File: src/rtl/bit_deserialise_pkg.sv
// Shared constants for the serial link: shift direction codes (common with
// the transmitting shifter) and the receiver's two-state FSM encoding.
package bit_deserialise_pkg;

  localparam int SHIFT_LEFT  = 0;  // MSB first
  localparam int SHIFT_RIGHT = 1;  // LSB first

  typedef enum logic {
    IDLE  = 1'b0,
    SHIFT = 1'b1
  } state_t;

endpackage

File: src/rtl/bit_deserialise.sv
// Serial-in, parallel-out receiver with start-marker framing.
//
// state | meaning
// ------+---------------------------------------------------------------
// IDLE  | waiting for a valid bit qualified by frame_start
// SHIFT | assembling a word; bit_count holds the bits accepted so far
//
// A frame_start seen mid-word abandons the partial word (frame_error pulse)
// and the marked bit restarts assembly as bit 0. A marker on the final-bit
// position is treated the same way, so completion never coincides with an
// error.
module bit_deserialise
  import bit_deserialise_pkg::*;
#(
  parameter int DATA_WIDTH      = 8,
  parameter int SHIFT_DIRECTION = 0,
  parameter int CONTINUOUS      = 0,
  parameter int COUNT_WIDTH     = 4
) (
  input  logic                   clk,
  input  logic                   rst,
  input  logic                   serial_in,
  input  logic                   serial_valid,
  input  logic                   frame_start,
  output logic [DATA_WIDTH-1:0]  data_out,
  output logic                   data_valid,
  output logic                   frame_error,
  output logic [COUNT_WIDTH-1:0] bit_count
);

  localparam logic [COUNT_WIDTH-1:0] LAST_BIT = COUNT_WIDTH'(DATA_WIDTH - 1);
  localparam logic [COUNT_WIDTH-1:0] CNT_ONE  = COUNT_WIDTH'(1);

  state_t                 state, state_nxt;
  logic [DATA_WIDTH-1:0]  shift_reg, shift_nxt;
  logic [DATA_WIDTH-1:0]  shifted, loaded;
  logic [DATA_WIDTH-1:0]  data_nxt;
  logic [COUNT_WIDTH-1:0] count_nxt;
  logic                   valid_nxt, error_nxt;

  // Candidate register values: incoming bit shifted onto the partial word,
  // or the incoming bit alone as bit 0 of a fresh word.
  always_comb begin
    if (SHIFT_DIRECTION == SHIFT_RIGHT) begin
      shifted = {serial_in, shift_reg[DATA_WIDTH-1:1]};
      loaded  = {serial_in, {(DATA_WIDTH-1){1'b0}}};
    end else begin
      shifted = {shift_reg[DATA_WIDTH-2:0], serial_in};
      loaded  = {{(DATA_WIDTH-1){1'b0}}, serial_in};
    end
  end

  // Next-state, counter, shift register and output strobes.
  always_comb begin
    state_nxt = state;
    shift_nxt = shift_reg;
    count_nxt = bit_count;
    data_nxt  = data_out;
    valid_nxt = 1'b0;
    error_nxt = 1'b0;

    case (state)
      IDLE: begin
        if (serial_valid && frame_start) begin
          shift_nxt = loaded;
          count_nxt = CNT_ONE;
          state_nxt = SHIFT;
        end
      end

      SHIFT: begin
        if (serial_valid) begin
          if (frame_start) begin
            // count 0 here is a continuous-mode word boundary, not an abort
            error_nxt = (bit_count != '0);
            shift_nxt = loaded;
            count_nxt = CNT_ONE;
          end else if (bit_count == LAST_BIT) begin
            data_nxt  = shifted;
            valid_nxt = 1'b1;
            shift_nxt = '0;
            count_nxt = '0;
            state_nxt = (CONTINUOUS != 0) ? SHIFT : IDLE;
          end else begin
            shift_nxt = shifted;
            count_nxt = bit_count + CNT_ONE;
          end
        end
      end

      default: state_nxt = IDLE;
    endcase
  end

  // State and datapath registers; reset discards any partial word.
  always_ff @(posedge clk or posedge rst) begin
    if (rst) begin
      state       <= IDLE;
      shift_reg   <= '0;
      bit_count   <= '0;
      data_out    <= '0;
      data_valid  <= 1'b0;
      frame_error <= 1'b0;
    end else begin
      state       <= state_nxt;
      shift_reg   <= shift_nxt;
      bit_count   <= count_nxt;
      data_out    <= data_nxt;
      data_valid  <= valid_nxt;
      frame_error <= error_nxt;
    end
  end

endmodule

File: config.mk
export PLATFORM = sky130hd
export DESIGN_NAME = bit_deserialise
export DESIGN_NICKNAME = d
export VERILOG_FILES = /design/src/rtl/bit_deserialise_pkg.sv /design/src/rtl/bit_deserialise.sv
export SDC_FILE = /design/constraint.sdc
export NUM_CORES = 1
export LEC_CHECK = 0
export ABC_AREA = 0
export BUFFER_PORTS_ARGS = -buffer_cell sky130_fd_sc_hd__clkbuf_2
export CORE_AREA = 8 8 54 56
export CTS_CLUSTER_DIAMETER = 80
export DETAILED_ROUTE_END_ITERATION = 10
export DIE_AREA = 0 0 62 64
export PLACE_DENSITY_LB_ADDON = 0.12
export SLEW_MARGIN = 15
export SYNTH_ARGS = -nofsm -noshare
export SYNTH_HDL_FRONTEND = slang
export SYNTH_SLANG_ARGS = --single-unit
File: constraint.sdc
create_clock -name clk -period 1.47 [get_ports clk]
set_input_delay 0.2205 -clock clk [delete_from_list [all_inputs] [get_ports clk]]
set_output_delay 0.2205 -clock clk [all_outputs]
set_load 0.05 [all_outputs]
==> flow_summary.json <==
{
  "design.portCount": 19,
  "portBuffers": 18,
  "finClkSkew_ns": 0.00411,
  "routed_via_density": 4.98,
  "h-tree-depth": 1,
  "routedWlPerCell_um": 13.9,
  "synth.distinct_cells": 20,
  "synthToLayoutAreaGrowth_pct": 27.3,
  "worstSetupPathType": "reg -> reg",
  "clock-root-buffer": "clkbuf_4",
  "postRouteWirelength_mm": 1.81,
  "dieArea_um2": 3970,
  "die_w_um": 62,
  "path_clk_slew_ns": 0.11,
  "die_y_um": 64,
  "antenna_cells": 0,
  "status": "finished clean",
  "netlist.area_leader.share_pct": 59.7,
  "drtAntennaViolNets": 0,
  "p_seq_share_pct": 52.8,
  "clk_latency_ns": 0.30,
  "internal-power_mw": 0.896,
  "synth_most_common_cell": "dfrtp_1",
  "async_flop_share_pct": 100,
  "switching_share_pct": 31.0,
  "grt_max_degree": 23,
  "fmax_mhz": 721,
  "leakagePower_nw": 0.628,
  "vias": 648,
  "grt_usage_pct": 10.4,
  "pwr-share-comb_pct": 22.6,
  "first_pass_iters": 4,
  "timing.final.crit_share_pct": 94.4,
  "antenna_found_initial": 0,
  "max-cap-violations": 0,
  "drcViolationCount": 0,
  "clkPwrFrac_pct": 24.7,
  "dp.cells": 125,
  "finalSetupViolCount": 0,
  "mappedNetlistArea_um2": 922,
  "synth_edf_count": 0,
  "hp-class": "in -> reg",
  "ys_top_cells_by_area": "dfrtp_1, mux2_2, a22o_1",
  "largest_reg_flops": 8,
  "required_ns": 1.66,
  "fill_cells": 194,
  "cts.sinks": 22,
  "irDropWorstVdd_mv": 0.508,
  "ys_seq_area_share_pct": 59.7,
  "place_ws_ns": 0.0338,
  "initial_core_util_pct": 43.8,
  "min_period_ns": 1.39,
  "synth_flop_cell": "dfrtp_1",
  "synth.largest_area_cell": "dfrtp_1",
  "post-route-worst-setup-slack_ns": 0.0829,
  "worst-path-max-fanout": 5,
  "drive_gt1_share_pct": 46.1,
  "avgSynthCellArea_um2": 12.8,
  "grt_pass1_wl_mm": 3.11,
  "coreArea_um2": 2110,
  "clockBufferDepth": 2,
  "rsz0062_at_grt": "no",
  "setup.worst_path.start_class": "register",
  "p_switching_mw": 0.402,
  "grt_pass1_vias": 671,
  "fin_nets": 110,
  "place_hpwl_mm": 1.33,
  "critPathArrivalTime_ns": 1.58,
  "synth_seq_cells": 22,
  "drv_slew": 0,
  "syn-instance-count": 72,
  "maxSlewHeadroom_pct": 81.3,
  "drt_iter0_drc": 9,
  "gp_congestion": 0.810,
  "end_kind": "register",
  "hold_viol": 0,
  "worst_slew_pin_slew_ns": 0.282,
  "rows": 17,
  "fin_cells": 130,
  "syn_nets": 79,
  "overflow": 0,
  "power_density_nw_per_um2": 1110,
  "cts_tree": "done",
  "cts_buffers": 3,
  "yosys_warnings": 0,
  "synth_commonest_cells": "dfrtp_1, a22o_1, mux2_2"
}
==> critical path: stages (launching register included) <==
cell	delay [ns]
dfrtp_2	0.40
ha_4	0.16
nand3b_4	0.09
nor3_4	0.16
buf_6	0.15
mux2_2	0.32
==> routing by layer <==
layer  vias to the layer above  track usage (%)  wire length [um]
met4                         0             5.13                33
met3                         4             3.60                93
met5                         -                0                 0
met2                        13             15.0               847
met1                       314             13.1               831
li1                        317                -                 -
==> power by group through the flow <==
| stage | Sequential [mW] | Combinational (mW) | Clock (mW) |
|---|---|---|---|
| after floorplan | 0.801 | 0.0982 | 0 |
| after global placement | 0.695 | 0.290 | 0 |
| after detailed placement | 0.697 | 0.294 | 0 |
| after CTS | 0.685 | 0.298 | 0.339 |
| after global routing | 0.691 | 0.317 | 0.354 |
| final | 0.685 | 0.293 | 0.320 |
==> cell type report <==
class / count / area [um2] / share of cell area (%)
sequential: 22 / 556 / 47.3
timing repair buffer: 29 / 183 / 15.6
clock buffer: 4 / 36.3 / 3.09
multi-input combinational: 43 / 349 / 29.7
inverter: 4 / 15.0 / 1.28
tap: 28 / 35.0 / 2.99
==> cell families (layout without fill, tap and decap cells) <==
family | Yosys count | in the layout | synth area share [%]
AO/OA/AOI/OAI | 18 | 18 | 13.2
multiplexers | 8 | 8 | 9.77
buffers and inverters | 7 | 37 | 3.80
XOR/XNOR | 1 | 1 | 0.950
adder cells (fa/ha/maj) | 2 | 2 | 2.71
flip-flops | 22 | 22 | 59.7
AND/OR/NAND/NOR | 14 | 14 | 9.91
==> metrics by stage <==
stage	util (%)	setup TNS [ns]	cell area, um2	total power [mW]	hold WS [ns]
detailed placement	53.2	0	1120	0.991	0.252
floorplan	-	-1.75	940	0.899	0.209
global route	55.7	0	1170	1.36	0.166
global placement	53.2	0	1120	0.985	0.247
CTS	55.4	0	1170	1.32	0.145
finish	55.7	0	1170	1.30	0.154
==> worst paths after layout <==
kind / startpoint / end / slack (ns) / depth (start not counted)
max: bit_count[0]$_DFFE_PP0P_ / data_out[5]$_DFFE_PP0P_ / 0.08 / 5
min: serial_in / shift_reg[0]$_DFFE_PP0P_ / 0.15 / 3
max reg2reg: bit_count[0]$_DFFE_PP0P_ / data_out[5]$_DFFE_PP0P_ / 0.08 / 5
min reg2reg: data_out[3]$_DFFE_PP0P_ / data_out[3]$_DFFE_PP0P_ / 0.52 / 1
max in group asynchronous: rst / bit_count[3]$_DFFE_PP0P_ / 0.78 / 4
min in group asynchronous: rst / shift_reg[1]$_DFFE_PP0P_ / 0.46 / 4
==> repair_timing <==
item / 4_1_cts / 5_1_grt
hold buffers: 1 / 0
buffers inserted: 0 / 0
setup endpoints to repair: 0 / 8
resized for setup: 0 / 2
endpoints found under the hold margin: 22 / 0
==> cell usage in the layout (no fill, tap or decap), drive strengths merged <==
cell         Yosys  final
clkbuf           1     22
buf              2     10
nand3b           1      1
a22o             8      8
xnor2            1      1
and2             1      1
o21ai            6      6
mux2             8      8
a21oi            3      3
ha               2      2
dlygate4sd3      0      1
nor2             1      1
a31oi            1      1
nand3            2      2
inv              4      4
nand2            7      7
and3b            1      1
dfrtp           22     22
nor3             1      1
Note: power is estimated with default switching activity, not from simulation.
